File: src/rtl/int_alu_sequencer_if.sv
// int_alu_sequencer_if: shared memory/ALU bus as seen by the sequencer (master) and its responders (slave)
interface int_alu_sequencer_if;
  logic [15:0] address;
  logic nRead;
  logic nWrite;
  logic [255:0] DataOut;
  logic [255:0] DataIn;
  modport master(output address, nRead, nWrite, DataOut, input DataIn);
  modport slave(input address, nRead, nWrite, DataOut, output DataIn);
endinterface

File: src/rtl/int_alu_sequencer.sv
// int_alu_sequencer: fetches two operands, drives the integer ALU over the bus and stores its result
module int_alu_sequencer #(
  parameter logic [15:0] ALU_BASE = 16'h1000,
  parameter int READ_LAT = 1,
  parameter int ALU_LAT = 4
) (
  input logic Clk,
  input logic Reset,
  input logic Start,
  input logic [3:0] OpCode,
  input logic [15:0] SrcA,
  input logic [15:0] SrcB,
  input logic [15:0] Dst,
  output logic Busy,
  output logic Done,
  int_alu_sequencer_if.master bus
);
  typedef enum logic [3:0] {
    IDLE, RD_A, CAP_A, WR_A, RD_B, CAP_B, WR_B, WR_OP, WAIT_ALU, RD_R, CAP_R, WR_R, DONE
  } state_t;
  state_t state, nextState;
  logic [3:0] cnt, nextCnt, opCode;
  logic [15:0] srcA, srcB, dst;
  logic [255:0] opA, opB, result;
  logic rdDone, aluDone;
  assign rdDone = cnt == 4'(READ_LAT - 1);
  assign aluDone = cnt == 4'(ALU_LAT - 1);
  assign Busy = state != IDLE && state != DONE;
  assign Done = state == DONE;
  always_comb begin
    nextState = state;
    nextCnt = '0;
    bus.nRead = 1'b1;
    bus.nWrite = 1'b1;
    bus.address = '0;
    bus.DataOut = '0;
    unique case (state)
      IDLE: nextState = Start ? RD_A : IDLE;
      RD_A: begin
        bus.nRead = 1'b0;
        bus.address = srcA;
        nextState = CAP_A;
      end
      CAP_A: begin
        nextCnt = rdDone ? '0 : cnt + 4'd1;
        nextState = rdDone ? WR_A : CAP_A;
      end
      WR_A: begin
        bus.nWrite = 1'b0;
        bus.address = ALU_BASE;
        bus.DataOut = opA;
        nextState = RD_B;
      end
      RD_B: begin
        bus.nRead = 1'b0;
        bus.address = srcB;
        nextState = CAP_B;
      end
      CAP_B: begin
        nextCnt = rdDone ? '0 : cnt + 4'd1;
        nextState = rdDone ? WR_B : CAP_B;
      end
      WR_B: begin
        bus.nWrite = 1'b0;
        bus.address = ALU_BASE + 16'd1;
        bus.DataOut = opB;
        nextState = WR_OP;
      end
      WR_OP: begin
        bus.nWrite = 1'b0;
        bus.address = ALU_BASE + 16'd2;
        bus.DataOut = {252'b0, opCode};
        nextState = WAIT_ALU;
      end
      WAIT_ALU: begin
        nextCnt = aluDone ? '0 : cnt + 4'd1;
        nextState = aluDone ? RD_R : WAIT_ALU;
      end
      RD_R: begin
        bus.nRead = 1'b0;
        bus.address = ALU_BASE + 16'd3;
        nextState = CAP_R;
      end
      CAP_R: begin
        nextCnt = rdDone ? '0 : cnt + 4'd1;
        nextState = rdDone ? WR_R : CAP_R;
      end
      WR_R: begin
        bus.nWrite = 1'b0;
        bus.address = dst;
        bus.DataOut = result;
        nextState = DONE;
      end
      DONE: nextState = IDLE;
      default: nextState = IDLE;
    endcase
  end
  // Command fields are frozen at Start so later input changes cannot disturb the operation in flight
  always_ff @(posedge Clk or posedge Reset)
    if (Reset) begin
      state <= IDLE;
      cnt <= '0;
      opCode <= '0;
      srcA <= '0;
      srcB <= '0;
      dst <= '0;
      opA <= '0;
      opB <= '0;
      result <= '0;
    end else begin
      state <= nextState;
      cnt <= nextCnt;
      if (state == IDLE && Start) begin
        opCode <= OpCode;
        srcA <= SrcA;
        srcB <= SrcB;
        dst <= Dst;
      end
      if (state == CAP_A && rdDone) opA <= bus.DataIn;
      if (state == CAP_B && rdDone) opB <= bus.DataIn;
      if (state == CAP_R && rdDone) result <= bus.DataIn;
    end
endmodule
File: src/flat_wrapper.sv
// flat-port wrapper written by rule: the top's interface ports become plain ports
module int_alu_sequencer_flat 
#(
  parameter logic [15:0] ALU_BASE = 16'h1000,
  parameter int READ_LAT = 1,
  parameter int ALU_LAT = 4
)
  (Clk, Reset, Start, OpCode, SrcA, SrcB, Dst, Busy, Done, bus_address, bus_nRead, bus_nWrite, bus_DataOut, bus_DataIn);
  int_alu_sequencer_if bus_i ();
  input logic Clk;
  input logic Reset;
  input logic Start;
  input logic [3:0] OpCode;
  input logic [15:0] SrcA;
  input logic [15:0] SrcB;
  input logic [15:0] Dst;
  output logic Busy;
  output logic Done;
  output wire logic [$bits(bus_i.address)-1:0] bus_address;
  output wire logic [$bits(bus_i.nRead)-1:0] bus_nRead;
  output wire logic [$bits(bus_i.nWrite)-1:0] bus_nWrite;
  output wire logic [$bits(bus_i.DataOut)-1:0] bus_DataOut;
  input wire logic [$bits(bus_i.DataIn)-1:0] bus_DataIn;
  assign bus_address = bus_i.address;
  assign bus_nRead = bus_i.nRead;
  assign bus_nWrite = bus_i.nWrite;
  assign bus_DataOut = bus_i.DataOut;
  assign bus_i.DataIn = bus_DataIn;
  int_alu_sequencer #(.ALU_BASE(ALU_BASE), .READ_LAT(READ_LAT), .ALU_LAT(ALU_LAT)) u_core (.Clk(Clk), .Reset(Reset), .Start(Start), .OpCode(OpCode), .SrcA(SrcA), .SrcB(SrcB), .Dst(Dst), .Busy(Busy), .Done(Done), .bus(bus_i));
endmodule
File: config.mk
export PLATFORM = sky130hd
export DESIGN_NAME = int_alu_sequencer_flat
export DESIGN_NICKNAME = d
export VERILOG_FILES = /design/src/rtl/int_alu_sequencer_if.sv /design/src/rtl/int_alu_sequencer.sv /design/src/flat_wrapper.sv
export SDC_FILE = /design/constraint.sdc
export NUM_CORES = 2
export LEC_CHECK = 0
export ABC_AREA = 1
export ABC_CLOCK_PERIOD_IN_PS = 54000
export CORE_MARGIN = 2
export CORE_UTILIZATION = 43
export CTS_CLUSTER_DIAMETER = 150
export CTS_CLUSTER_SIZE = 25
export DETAILED_ROUTE_END_ITERATION = 6
export PLACE_DENSITY = 0.68
export SLEW_MARGIN = 0
export SYNTH_ARGS = -nofsm -noshare
export SYNTH_HDL_FRONTEND = slang
export SYNTH_SLANG_ARGS = --single-unit
File: constraint.sdc
create_clock -name Clk -period 54 [get_ports Clk]
set_input_delay 10.8 -clock Clk [delete_from_list [all_inputs] [get_ports Clk]]
set_output_delay 10.8 -clock Clk [all_outputs]
set_load 0.02 [all_outputs]
### Word level (Yosys, flattened, before mapping)

Cells that the tools add are included.

* add/sub/neg operators: 1
* eq/ne operators: 14
* multiplexer cells: 13
* reduce and logical (&&, ||, !) cells: 11

Operator list (number)
* $pmux 256 s4: 1
* $pmux 16 s7: 1
* $pmux 4 s12: 1
* $eq 4x4->1 const B: 5
* $eq 4x3->1 const B: 4
* $eq 4x2->1 const B: 3
* $logic_not 4->1: 2
* $mux 4: 2
* $pmux 4 s2: 1
* $mux 1: 6
* $reduce_or 3->1: 2
* $logic_and 1x1->1: 5
* $add 4x1->4 const B: 1
* $eq 4x1->1 const B: 1
* $ne 4x4->1 const B: 1
* $reduce_bool 4->1: 1
* $reduce_or 4->1: 1
* $mux 2: 1

* register bits after elaboration: 828
* output and inout port bits: 276
* logic and storage cells: 48

### Logic depth before layout (Yosys ltp)

* depth in word-level cells: 3
* depth in mapped cells: 9
* mapped depth without buffers: 7

### Worst setup path after synthesis

OpenSTA, ideal clock, no wires.

* path type: reg2out
* start: register u_core.state[1]
* end: output port Busy
* data arrival time: 1486 ps
* path slack: 41714 ps
* cell stages (with the launch flop): 5
* path buffers: 0
* cell sequence: dfrtp_1 > nor2_1 > inv_1 > nor3_1 > a21oi_1

* word-level cells in the longest chain between the ends: 2
* elaborated cells between the ends (all ways): 3
* those cells by class: eq/ne (1); reduce/logical (2)

Ends and longest elaborated chain
* from (decl): line int_alu_sequencer.sv:21 `state_t state, nextState;`
* from (signal assigned): line int_alu_sequencer.sv:111 `state <= nextState;`
* $ne 4x4->1 / $reduce_bool 4->1 (equally long branches): line int_alu_sequencer.sv:28 `assign Busy = state != IDLE && state != DONE;`
* $logic_and 1x1->1 *: line int_alu_sequencer.sv:28
* to (decl): line flat_wrapper.sv:17 `output logic Busy;`

Mark *: on every way between the ends. The rest lies on a longest branch, timed or not.

==> results.json <==
{
  "leakagePower_nw": 20.86,
  "fin_cells": 5765,
  "dp_cells": 5717,
  "fp.dieH_um": 294.9,
  "worstHoldStart": "u_core.dst[8]",
  "p_seq_share_pct": 46.8,
  "critPathKind": "in -> async",
  "syn_nets": 4540,
  "ant_nets": 0,
  "overflow": 0,
  "grtUsageTotal_pct": 21.78,
  "coreArea_sq_mm": 0.08369,
  "hold_buffers": 0,
  "grt_pass1_vias": 27680,
  "cts.path.max_buffers": 3,
  "synth_top_area_share_pct": 56.93,
  "finalWeightedCongestion": 0.7986,
  "dpl.hpwl_mm": 60.71,
  "hold_depth": 2,
  "p_switching_mw": 0.8960,
  "post_cts_resized": 0,
  "syn_inst": 4227,
  "syn_to_final_growth_pct": 19.35,
  "min_period_over_period_pct": 28.56,
  "htree_levels": 2,
  "worst_pin_slew_ps": 1079,
  "antenna_found_initial": 18,
  "die_area_sq_mm": 0.08699,
  "grt_max_degree": 180,
  "start_util_pct": 43.49,
  "route.detailed.drc": 0,
  "io_buffers": 586,
  "worst_ep_arrival_time_ps": 16010,
  "fill_cells": 7967,
  "synth_top_cell_by_area": "dfrtp_1",
  "path_clk_slew_ps": 100,
  "grt_first_pass_wirelength_mm": 152.4,
  "setup_viol": 0,
  "drt_iter0_drc": 2125,
  "min_path_type": "reg -> reg",
  "yosys-top-cells-count": "1769 x nand2_1, 828 x dfrtp_1, 371 x o21ai_0",
  "setup_tns_ps": 0,
  "period_needed_ps": 15420,
  "drt_pass1_iterations": 5,
  "max_freq_ghz": 0.06484,
  "ff2ff_setup_slack_ps": 49950,
  "final_max_slew_viol_count": 0,
  "r2r_cells": 9,
  "pwr_density_cell_mw_per_mm2": 53.30,
  "r2r_start": "u_core.cnt[0]",
  "worstSetupEndpointType": "async pin",
  "drt-vias-per-instance": 4.954,
  "rsz0062_at_grt": "no",
  "synthMostInstantiatedCell": "nand2_1",
  "multiInputGateArea_sq_mm": 0.01302,
  "area.sequential_sq_mm": 0.02072,
  "die_w_um": 294.9,
  "timing.rr.end": "u_core.opB[134]",
  "final_util_pct": 51.90,
  "internal_power_mw": 1.419,
  "nets": 4937,
  "crit_fanout": 112,
  "post_cts_buffers": 0,
  "cts_tree": "built",
  "skew_ps": 26.12,
  "required_ps": 54590,
  "rows": 106,
  "outcome": "finished, final reports clean",
  "hold_path_end": "u_core.dst[8]",
  "synthFlopType": "dfrtp_1",
  "synth_sequential_area_ratio_pct": 56.93,
  "max_cap_viol_count": 0,
  "comb_power_share_pct": 38.8,
  "ys_seq_elements": 828,
  "synth.distinct_cells": 25,
  "cts_sinks": 828,
  "drive_gt1_share_pct": 7.049,
  "clock_latency_ps": 590,
  "cts_root_buffer": "clkbuf_16",
  "p_sw_share_pct": 38.70,
  "cts_made_buffers": 39,
  "power_frac_clock_pct": 14.4,
  "synth.avg_cell_area_sq_um": 8.610,
  "start_kind": "primary input",
  "synthTopCellsByArea": "dfrtp_1 57%, nand2_1 18%, o21ai_2 5.4%",
  "total_power_mw": 2.315,
  "wire_per_inst_um": 16.56,
  "wl_mm": 95.48,
  "max_slew_margin_pct": 28.07,
  "postSynth.asyncResetShare_pct": 100.0,
  "synth_area_sq_mm": 0.03640,
  "via_count": 28560,
  "hold_viol_final": 0,
  "ir_worst_vdd_uv": 33.65,
  "whs_ps": 486.8,
  "ios": 587,
  "yosysWarnings": 0,
  "synth_edf_count": 0
}
==> sequential cells by signal, indices dropped and copies added (netlist names) <==
signal / cells
u_core.opB: 256
u_core.result: 256
u_core.srcB: 16
u_core.state: 4
u_core.cnt: 4
u_core.dst: 16
u_core.srcA: 16
u_core.opA: 256
u_core.opCode: 4
==> per-layer routing <==
metal | vias up | GRT usage, % | wire length [um]
li1 | 14130 | - | -
met2 | 715 | 35.72 | 45510
met5 | - | 0 | 140
met3 | 163 | 5.330 | 6695
met4 | 20 | 7.180 | 3133
met1 | 13530 | 28.38 | 40000
==> metrics by stage <==
stage	instance area, sq um	worst slack (ps)
finish	43440	38580
global route	43440	37790
detailed placement	42370	37710
floorplan	36400	19940
global placement	42370	37700
CTS	43420	38380
==> worst max path at each step <==
stage | endpoint | startpoint
2_1_floorplan | u_core.cnt[0] | Reset
5_1_grt | u_core.result[186] | Reset
3_3_place_gp | u_core.opA[186] | Reset
4_1_cts | u_core.result[187] | Reset
3_5_place_dp | u_core.opA[186] | Reset
6_report | u_core.opA[187] | Reset
==> cells in the final DEF, fill, tap and decap left out <==
cell type,count
nand3_1,275
xor2_1,2
nand2_2,1
dfrtp_1,828
o21ai_1,174
nor2_1,14
inv_1,268
ha_1,2
clkbuf_16,41
nand3_2,1
a21oi_1,2
buf_12,1
clkdlybuf4s50_1,586
inv_8,3
nand4_1,6
and3_1,1
nor2_2,4
inv_2,5
nand2_1,1769
diode_2,6
nand3_4,2
clkinv_16,1
buf_4,35
nor3_1,1
o21ai_0,371
o21ai_2,226
nor2_4,6
==> area by class of cell <==
class / instances / area share, %
Clock inverter: 1 / 0.06913
Clock buffer: 41 / 2.362
Timing Repair Buffer: 622 / 14.15
Antenna cell: 6 / 0.03457
Inverter: 276 / 2.437
Tap cell: 1134 / 3.266
Sequential cell: 828 / 47.70
Multi-Input combinational cell: 2857 / 29.98
==> critical path: stages <==
cell,delay (ps)
clkdlybuf4s50_1,490
inv_8,510
buf_4,770
buf_4,690
buf_4,830
buf_4,760
buf_4,860
==> power by group through the flow <==
stage	logic, mW	clock network (mW)	registers, mW
2_1_floorplan	0.656	0	1.06
3_3_place_gp	0.889	0	1.08
3_5_place_dp	0.908	0	1.09
4_1_cts	0.912	0.345	1.08
5_1_grt	1.01	0.365	1.12
6_report	0.898	0.333	1.08
==> cells by family (layout without fill, tap and decap cells) <==
group,Yosys count,count (layout),share of synthesized area (%)
DFF,828,828,56.93
AOI/OAI and AO/OA,773,773,12.96
other,0,6,0
and+or+nand+nor,2080,2080,22.66
buffers and inverters,542,940,7.329
xor gates and xnor gates,2,2,0.04814
adders and majority gates,2,2,0.06874
(Power assumes the default switching activity.)
